===== src/rtl/uart_rx_frame_parser_if.sv =====
// Purpose : bundles the byte stream, the payload read port and the frame status
//           outputs of uart_rx_frame_parser.
// Ports   : rx_data/rx_valid (byte stream in), rd_addr/rd_data (payload buffer read),
//           frame_valid/frame_cmd/frame_len (good-frame report),
//           err_chk/err_len/err_timeout (error pulses).
//           master = producer of the byte stream and reader of the buffer; slave = parser.
interface uart_rx_frame_parser_if;
  logic [7:0] rx_data;
  logic       rx_valid;
  logic [7:0] rd_addr;
  logic [7:0] rd_data;
  logic       frame_valid;
  logic [7:0] frame_cmd;
  logic [7:0] frame_len;
  logic       err_chk;
  logic       err_len;
  logic       err_timeout;

  modport master (
    output rx_data, rx_valid, rd_addr,
    input  rd_data, frame_valid, frame_cmd, frame_len, err_chk, err_len, err_timeout
  );

  modport slave (
    input  rx_data, rx_valid, rd_addr,
    output rd_data, frame_valid, frame_cmd, frame_len, err_chk, err_len, err_timeout
  );
endinterface


===== src/rtl/uart_rx_frame_parser.sv =====
// Purpose : recognise HDR0 HDR1 CMD LEN payload CHK frames in a UART byte stream,
//           verify length and 8-bit checksum, store the payload in a readable buffer.
// Latency : status pulses one cycle after the deciding byte; rd_data one cycle after rd_addr.
// Backpressure: none - the receiver cannot be stalled, a byte is consumed on every rx_valid.
// Ports   : clk, rst (sync, active-high); bus (slave modport) carries rx_data/rx_valid,
//           rd_addr/rd_data, frame_valid/frame_cmd/frame_len and the three error pulses.
module uart_rx_frame_parser #(
  parameter int unsigned MAX_LEN = 16,
  parameter int unsigned TIMEOUT = 1000,
  parameter logic [7:0]  HDR0    = 8'h55,
  parameter logic [7:0]  HDR1    = 8'hAA
) (
  input  logic                 clk,
  input  logic                 rst,
  uart_rx_frame_parser_if.slave bus
);

  localparam int unsigned   AW        = (MAX_LEN > 1) ? $clog2(MAX_LEN) : 1;
  localparam int unsigned   TW        = $clog2(TIMEOUT + 1);
  localparam logic [8:0]    MAX_LEN_W = 9'(MAX_LEN);
  // Counter value seen in the TIMEOUT-th idle cycle after the last byte.
  localparam logic [TW-1:0] TMO_LAST  = TW'(TIMEOUT - 1);
  localparam logic [TW-1:0] TMO_SAT   = '1;

  typedef enum logic [2:0] {
    S_IDLE,
    S_HDR1,
    S_CMD,
    S_LEN,
    S_DATA,
    S_CHK
  } state_e;

  state_e        state_q, state_d;
  logic [7:0]    sum_q, sum_d;
  logic [7:0]    cmd_tmp_q, cmd_tmp_d;
  logic [7:0]    len_tmp_q, len_tmp_d;
  logic [7:0]    idx_q, idx_d;
  logic [TW-1:0] tmo_q, tmo_d;
  logic [7:0]    frame_cmd_q, frame_cmd_d;
  logic [7:0]    frame_len_q, frame_len_d;
  logic          frame_valid_q, frame_valid_d;
  logic          err_chk_q, err_chk_d;
  logic          err_len_q, err_len_d;
  logic          err_tmo_q, err_tmo_d;
  logic [7:0]    rd_data_q;
  logic          wr_en;
  logic          tmo_expired;

  logic [7:0]    mem [MAX_LEN];

  // A byte in the expiry cycle wins, so expiry requires rx_valid low.
  assign tmo_expired = (state_q != S_IDLE) && !bus.rx_valid && (tmo_q == TMO_LAST);

  always_comb begin
    state_d       = state_q;
    sum_d         = sum_q;
    cmd_tmp_d     = cmd_tmp_q;
    len_tmp_d     = len_tmp_q;
    idx_d         = idx_q;
    tmo_d         = tmo_q;
    frame_cmd_d   = frame_cmd_q;
    frame_len_d   = frame_len_q;
    frame_valid_d = 1'b0;
    err_chk_d     = 1'b0;
    err_len_d     = 1'b0;
    err_tmo_d     = 1'b0;
    wr_en         = 1'b0;

    if (bus.rx_valid) begin
      tmo_d = '0;
    end else if ((state_q != S_IDLE) && (tmo_q != TMO_SAT)) begin
      tmo_d = tmo_q + TW'(1);
    end

    if (bus.rx_valid) begin
      case (state_q)
        S_IDLE: begin
          if (bus.rx_data == HDR0) state_d = S_HDR1;
        end
        S_HDR1: begin
          // A repeated HDR0 may be the real start of a frame, so keep waiting for HDR1.
          if (bus.rx_data == HDR1)      state_d = S_CMD;
          else if (bus.rx_data != HDR0) state_d = S_IDLE;
        end
        S_CMD: begin
          cmd_tmp_d = bus.rx_data;
          sum_d     = bus.rx_data;
          state_d   = S_LEN;
        end
        S_LEN: begin
          len_tmp_d = bus.rx_data;
          sum_d     = sum_q + bus.rx_data;
          idx_d     = '0;
          if ({1'b0, bus.rx_data} > MAX_LEN_W) begin
            err_len_d = 1'b1;
            state_d   = S_IDLE;
          end else if (bus.rx_data == 8'd0) begin
            state_d = S_CHK;
          end else begin
            state_d = S_DATA;
          end
        end
        S_DATA: begin
          wr_en = 1'b1;
          sum_d = sum_q + bus.rx_data;
          idx_d = idx_q + 8'd1;
          if (idx_q == len_tmp_q - 8'd1) state_d = S_CHK;
        end
        S_CHK: begin
          if (bus.rx_data == sum_q) begin
            frame_valid_d = 1'b1;
            frame_cmd_d   = cmd_tmp_q;
            frame_len_d   = len_tmp_q;
          end else begin
            err_chk_d = 1'b1;
          end
          state_d = S_IDLE;
        end
        default: state_d = S_IDLE;
      endcase
    end else if (tmo_expired) begin
      err_tmo_d = 1'b1;
      state_d   = S_IDLE;
      tmo_d     = '0;
    end
  end

  always_ff @(posedge clk) begin
    if (rst) begin
      state_q       <= S_IDLE;
      sum_q         <= '0;
      cmd_tmp_q     <= '0;
      len_tmp_q     <= '0;
      idx_q         <= '0;
      tmo_q         <= '0;
      frame_cmd_q   <= '0;
      frame_len_q   <= '0;
      frame_valid_q <= 1'b0;
      err_chk_q     <= 1'b0;
      err_len_q     <= 1'b0;
      err_tmo_q     <= 1'b0;
    end else begin
      state_q       <= state_d;
      sum_q         <= sum_d;
      cmd_tmp_q     <= cmd_tmp_d;
      len_tmp_q     <= len_tmp_d;
      idx_q         <= idx_d;
      tmo_q         <= tmo_d;
      frame_cmd_q   <= frame_cmd_d;
      frame_len_q   <= frame_len_d;
      frame_valid_q <= frame_valid_d;
      err_chk_q     <= err_chk_d;
      err_len_q     <= err_len_d;
      err_tmo_q     <= err_tmo_d;
    end
  end

  // Payload storage is deliberately not reset; only the write is blocked during reset.
  always_ff @(posedge clk) begin
    if (wr_en && !rst) mem[idx_q[AW-1:0]] <= bus.rx_data;
  end

  always_ff @(posedge clk) begin
    if (rst) begin
      rd_data_q <= '0;
    end else if ({1'b0, bus.rd_addr} < MAX_LEN_W) begin
      rd_data_q <= mem[bus.rd_addr[AW-1:0]];
    end else begin
      rd_data_q <= '0;
    end
  end

  assign bus.rd_data     = rd_data_q;
  assign bus.frame_valid = frame_valid_q;
  assign bus.frame_cmd   = frame_cmd_q;
  assign bus.frame_len   = frame_len_q;
  assign bus.err_chk     = err_chk_q;
  assign bus.err_len     = err_len_q;
  assign bus.err_timeout = err_tmo_q;

endmodule


===== src/flat_wrapper.sv =====
// flat-port wrapper written by rule: the top's interface ports become plain ports
module uart_rx_frame_parser_flat 
#(
  parameter int unsigned MAX_LEN = 16,
  parameter int unsigned TIMEOUT = 1000,
  parameter logic [7:0]  HDR0    = 8'h55,
  parameter logic [7:0]  HDR1    = 8'hAA
)
  (clk, rst, bus_rx_data, bus_rx_valid, bus_rd_addr, bus_rd_data, bus_frame_valid, bus_frame_cmd, bus_frame_len, bus_err_chk, bus_err_len, bus_err_timeout);
  uart_rx_frame_parser_if bus_i ();
  input  logic clk;
  input  logic rst;
  input wire logic [$bits(bus_i.rx_data)-1:0] bus_rx_data;
  input wire logic [$bits(bus_i.rx_valid)-1:0] bus_rx_valid;
  input wire logic [$bits(bus_i.rd_addr)-1:0] bus_rd_addr;
  output wire logic [$bits(bus_i.rd_data)-1:0] bus_rd_data;
  output wire logic [$bits(bus_i.frame_valid)-1:0] bus_frame_valid;
  output wire logic [$bits(bus_i.frame_cmd)-1:0] bus_frame_cmd;
  output wire logic [$bits(bus_i.frame_len)-1:0] bus_frame_len;
  output wire logic [$bits(bus_i.err_chk)-1:0] bus_err_chk;
  output wire logic [$bits(bus_i.err_len)-1:0] bus_err_len;
  output wire logic [$bits(bus_i.err_timeout)-1:0] bus_err_timeout;
  assign bus_i.rx_data = bus_rx_data;
  assign bus_i.rx_valid = bus_rx_valid;
  assign bus_i.rd_addr = bus_rd_addr;
  assign bus_rd_data = bus_i.rd_data;
  assign bus_frame_valid = bus_i.frame_valid;
  assign bus_frame_cmd = bus_i.frame_cmd;
  assign bus_frame_len = bus_i.frame_len;
  assign bus_err_chk = bus_i.err_chk;
  assign bus_err_len = bus_i.err_len;
  assign bus_err_timeout = bus_i.err_timeout;
  uart_rx_frame_parser #(.MAX_LEN(MAX_LEN), .TIMEOUT(TIMEOUT), .HDR0(HDR0), .HDR1(HDR1)) u_core (.clk(clk), .rst(rst), .bus(bus_i));
endmodule

===== config.mk =====
export PLATFORM = sky130hd
export DESIGN_NAME = uart_rx_frame_parser_flat
export DESIGN_NICKNAME = d
export VERILOG_FILES = /design/src/rtl/uart_rx_frame_parser_if.sv /design/src/rtl/uart_rx_frame_parser.sv /design/src/flat_wrapper.sv
export SDC_FILE = /design/constraint.sdc
export NUM_CORES = 1
export LEC_CHECK = 0
export BUFFER_PORTS_ARGS = -buffer_cell sky130_fd_sc_hd__buf_2
export CORE_MARGIN = 10
export CORE_UTILIZATION = 40
export CTS_CLUSTER_DIAMETER = 60
export CTS_CLUSTER_SIZE = 25
export DETAILED_ROUTE_END_ITERATION = 8
export GPL_TIMING_DRIVEN = 1
export PLACE_DENSITY = 0.64
export SETUP_SLACK_MARGIN = 0.1
export SKIP_CTS_REPAIR_TIMING = 1
export SYNTH_ARGS = -nofsm -noshare
export SYNTH_HDL_FRONTEND = slang
export SYNTH_SLANG_ARGS = --single-unit
export TNS_END_PERCENT = 1

===== constraint.sdc =====
create_clock -name clk -period 4.8 [get_ports clk]
set_input_delay 0.48 -clock clk [delete_from_list [all_inputs] [get_ports clk]]
set_output_delay 0.48 -clock clk [all_outputs]
set_load 0.05 [all_outputs]

# Yosys cells after proc, flatten, opt, wreduce, memory -nomap -nowiden
# Memory sizes are Yosys's and may differ from the RTL's. A register that Yosys moved wholly into a read port is not among the register bits.
# Cells that the tools add are included.
dict set report word_totals {
  regBits 65
  mem_bits_rw 128
  input_bits 19
  out_inout_bits 28
  wordCells 84
  mem_count 1
}
# memory words width read_ports rd_clocked_by_memory_dff wr line
set memory_table {}
lappend memory_table {u_core.mem 16 8 1 1 1 uart_rx_frame_parser.sv:50} ;# logic [7:0] mem [MAX_LEN];
dict set report op_classes {
  add_sub_neg 4
  order_cmp 2
  n_eq_ne 15
  n_mux 23
  bitwise_logic 4
  reduce_logical 23
}
# op count
set ops {}
lappend ops {{10-bit two-way mux} 4}
lappend ops {{8-bit one-hot mux with 2 select lines} 2}
lappend ops {{3-bit two-way mux} 7}
lappend ops {{8-bit == test} 2}
lappend ops {{3-bit one-hot mux with 5 select lines} 1}
lappend ops {{10-bit by 1-bit adder with 10-bit output, second input constant} 1}
lappend ops {{10-bit == test, second input constant} 1}
lappend ops {{10-bit inequality test, second input constant} 1}
lappend ops {{1-bit two-way mux} 9}
lappend ops {{8-bit by 1-bit adder with 8-bit output, second input constant} 1}
lappend ops {{8-bit adder} 1}
lappend ops {{8-bit by 7-bit == test with 1-bit output, second input constant} 1}
lappend ops {{8-bit == test, second input constant} 1}
lappend ops {{8-bit by 5-bit greater-than comparator with 1-bit output, second input constant} 1}
lappend ops {{8-bit zero test} 1}
lappend ops {{8-bit by 5-bit < comparator with 1-bit output, second input constant} 1}
lappend ops {{8-bit by 7-bit inequality test with 1-bit output, second input constant} 1}
lappend ops {{2-bit AND reduction} 4}
lappend ops {{8-bit by 1-bit subtractor with 8-bit output, second input constant} 1}
lappend ops {{3-bit by 2-bit == test with 1-bit output, second input constant} 2}
lappend ops {{3-bit == test, second input constant} 2}
lappend ops {{3-bit by 2-bit inequality test with 1-bit output, second input constant} 2}
lappend ops {{2-bit nonzero test} 3}
lappend ops {{2-bit OR reduction} 3}
lappend ops {{other kinds (10)} 18}

# Logic depth before layout (Yosys ltp)
dict set report depth {
  word_depth 6
  mapped_depth 9
  depth_no_buf 9
}

# Worst setup path after synthesis
# Ideal clock, no wire load.
dict set report synth_timing {
  kind {input to register}
  start {in bus_rx_data[4]}
  end {reg u_core.frame_cmd_q[0], in the netlist u_core.bus.frame_cmd[0]}
  setup_ps 128
  arrival_ps 2096
  required_ps 4672
  setup_slack_ps 2576
  path_stages 8
  path_buffers 1
  cell_sequence {ha_1 > nor4_1 > nand2_1 > nor4_4 > nand4_2 > buf_4 > mux2i_1 > nor2_1}
}
dict set report synth_via {
  elab_chain_cells 2
}
# element line
set synth_lines {}
lappend synth_lines {{start: declaration} flat_wrapper.sv:13} ;# input wire logic [$bits(bus_i.rx_data)-1:0] bus_rx_data;
lappend synth_lines {{8-bit == test} uart_rx_frame_parser.sv:111} ;# if (bus.rx_data == sum_q) begin
lappend synth_lines {{3-bit AND reduction (no source line)} --}
lappend synth_lines {{end signal: assignment} uart_rx_frame_parser.sv:150} ;# frame_cmd_q <= frame_cmd_d;
lappend synth_lines {{end: declaration} uart_rx_frame_parser.sv:40} ;# logic [7:0] frame_cmd_q, frame_cmd_d;
# No other way between the ends.
# A chain may end at the register's enable or synchronous reset.

# Final worst setup path
dict set report layout_timing {
  start {reg u_core.state_q[2]}
  end {reg u_core.sum_q[1]}
}
dict set report layout_via {
  elab_chain_cells 4
  word_cells_on_any_way 7
  cone_classes {eq/ne: 3; mux: 1; reduce/logical: 3}
}
# element line
set layout_lines {}
lappend layout_lines {{start: declaration} uart_rx_frame_parser.sv:34} ;# state_e state_q, state_d;
lappend layout_lines {{start signal: assignment} uart_rx_frame_parser.sv:144} ;# state_q <= state_d;
lappend layout_lines {{3-bit by 2-bit == test with 1-bit output or 3-bit == test (tied branches)} uart_rx_frame_parser.sv:77} ;# case (state_q)
lappend layout_lines {{2-bit OR reduction (no source line)} --}
lappend layout_lines {{2-bit nonzero test (no source line)} --}
lappend layout_lines {{2-bit AND reduction (no source line)} --}
lappend layout_lines {{end signal: assignment} uart_rx_frame_parser.sv:145} ;# sum_q <= sum_d;
lappend layout_lines {{end: declaration} uart_rx_frame_parser.sv:35} ;# logic [7:0] sum_q, sum_d;
# Parallel ways exist; a longest one is shown, timed or not.

==> qor.yml <==
power.density_nw_per_um2: 344
wirelength_mm: 19.1
netlist_instances: 619
peakVddDrop_uv: 229
clock_sinks: 201
first_pass_iters: 5
final_cell_area_um2: 9450
clock-root-buffer: "clkbuf_16"
gp_congestion: 0.837
maxSlewViolCount: 0
overflow: 0
die_area_um2: 27500
clk_pin_slew_ns: 0.08
grt_pass1_wl_mm: 29.7
endpoint_kind: "register"
port-buffer-count: 46
post_route_cells_drive_above_1_share_pct: 20.0
cts_buffer_depth: 3
synth_edf_count: 128
cts_tree: "yes"
antenna_cells: 0
grt_max_degree: 60
dp_hpwl_mm: 12.5
core-area_um2: 21000
dp_cells: 911
drt_iter0_markers: 449
start_util_pct: 40.5
cap_violations: 0
crit_path_start_kind: "register"
critPathRequiredTime_ns: 5.20
finalHoldViolations: 0
n_fill_cell: 1880
chipWidth_um: 166
placementRows: 53
fin_total_pwr_uw: 3250
timing.fmax_ghz: 0.356
min_path_type: "in -> reg"
antenna_found_initial: 0
antenna_left: 0
wl_per_cell_um: 20.4
ys_async_sr_fraction_pct: 0
drc: 0
worst_slew_pin_slew_ns: 1.09
critPathKind: "reg -> reg"
setup_violations: 0
power_leakage_uw: 0.00324
skew_ns: 0.0161
status: "finished, final reports clean"
dpl_cell_area_um2: 8960
htree_num_levels: 1
grt_pass1_vias: 5152
cts_buffers: 15
yosysTopAreaCellShare_pct: 45.3
ys_ff_latch: 201
clk_latency_ns: 0.47
area_delta_synth_final_pct: 11.2
nets: 686
fin_crit_ns: 2.81
synth_cell_type_count: 57
via_per_inst: 5.46
ys.flop_type: "edfxtp_1"
vias: 5112
crit_arrival_ns: 3.21
grt_usage_pct: 13.3
ys_seq_area_share_pct: 62.5
io_pins: 47
max_slew_margin_pct: 27.0
die_h_um: 166
final_cell_count_no_fill: 936
syn_area_per_cell_um2: 13.7
syn_area_um2: 8490
fin_crit_sh_pct: 58.5
yosys.area.top_type: "edfxtp_1"
fin_util_pct: 45.1
worst-path-max-fanout: 13
yosysWarnings: 0
syn_nets: 652
ys_top_cells_by_area: "edfxtp_1 (45%), dfxtp_1 (17%), mux4_2 (11%)"
setup_tns_ns: 0
rsz0062_at_grt: "false"
-- state kept, by name (all words and copies together), names as in the netlist, 3 cells and up --
name	flops
u_core.bus.rd_data	8
u_core.idx_q	8
u_core.bus.frame_len	8
u_core.sum_q	8
u_core.mem	128
u_core.bus.frame_cmd	8
u_core.state_q	3
u_core.cmd_tmp_q	8
u_core.tmo_q	10
u_core.len_tmp_q	8
-- placed cells by master, fill, tap and decap left out, types with 4 or more instances in the layout --
cell and n:
a211oi_1 7, a21oi_1 26, a31oi_1 4, buf_2 46, clkbuf_16 15, dfxtp_1 73, edfxtp_1 128, ha_1 13
inv_1 10, inv_6 4, mux2i_1 22, mux4_2 40, nand2_1 59, nand2b_1 5, nand3_1 18, nand4_1 8
nor2_1 68, nor2b_1 12, nor3_1 6, nor3_2 5, o21ai_0 8, xnor2_1 16, xor2_1 13
-- through the flow --
step / hold slack [ns] / worst slack, ns
after floorplan: 0.436 / 2.58
after global placement: 0.452 / 1.89
after detailed placement: 0.449 / 1.78
after CTS: 0.413 / 2.02
after global routing: 0.446 / 1.74
final: 0.413 / 1.99
-- synthesized netlist by cell type, types with 3 or more instances --
| master | number |
|---|---|
| xnor2_1 | 16 |
| inv_1 | 10 |
| a21oi_1 | 26 |
| nand3_1 | 18 |
| xor2_1 | 13 |
| buf_4 | 4 |
| nand4_1 | 8 |
| ha_1 | 13 |
| buf_1 | 5 |
| edfxtp_1 | 128 |
| nor2_1 | 68 |
| nand2b_1 | 5 |
| or4_1 | 3 |
| mux4_2 | 40 |
| a211oi_1 | 7 |
| a31oi_1 | 4 |
| clkbuf_1 | 16 |
| dfxtp_1 | 73 |
| buf_2 | 5 |
| and3_1 | 3 |
| o21ai_0 | 8 |
| nor2b_1 | 12 |
| nor3_1 | 11 |
| mux2i_1 | 22 |
| o211ai_1 | 3 |
| nand2_1 | 59 |
-- final timing paths --
check,from,to,slack (ns),depth (start not counted)
worst min register to register,u_core.cmd_tmp_q[6],u_core.cmd_tmp_q[6],0.47,2
worst min-delay path,bus_rx_valid,u_core.bus.err_timeout,0.41,2
worst max-delay path,u_core.state_q[2],u_core.sum_q[1],1.99,6
worst max register to register,u_core.state_q[2],u_core.sum_q[1],1.99,6
-- final cells by class --
cell class,count,area (um^2),share of cell area (%)
repair buffers,49,253,2.68
well taps,275,344,3.64
clock buffers,16,379,4.01
multi-input cells,376,3020,31.9
flip-flops and latches,201,5310,56.2
inverters,10,37.5,0.397
clock inverters,9,110,1.17
-- power breakdown --
part / switching (uW) / internal, uW
Combinational: 82.2 / 54.3
Clock: 621 / 656
Sequential: 1.97 / 1830
-- metal layers --
layer | vias up | routed length [um] | part of all wire [%] | track usage (%)
met3 | 32 | 1210 | 6.4 | 2.53
li1 | 2383 | - | - | -
met1 | 2536 | 8170 | 43 | 17.5
met2 | 161 | 9260 | 49 | 22.2
met5 | - | 0 | 0 | 0
met4 | 0 | 411 | 2.2 | 3.16
-- logic make-up after synthesis --
kind of cell / synth area share [%]
flip-flops: 62.5
AO/OA/AOI/OAI: 5.01
XOR/XNOR: 2.99
multiplexers: 13.3
AND/OR/NAND/NOR: 11.8
adder cells (fa/ha/maj): 2.15
buffers and inverters: 2.28
-- worst max-delay path, cell delays in order, from the launching register on --
cell,delay [ns]
dfxtp_1,0.60
or3b_1,0.39
o21ai_1,0.55
nand2_1,0.43
nand2_1,0.44
o211ai_1,0.15
a21oi_1,0.18
No activity file was read; power rests on OpenSTA's default activity.
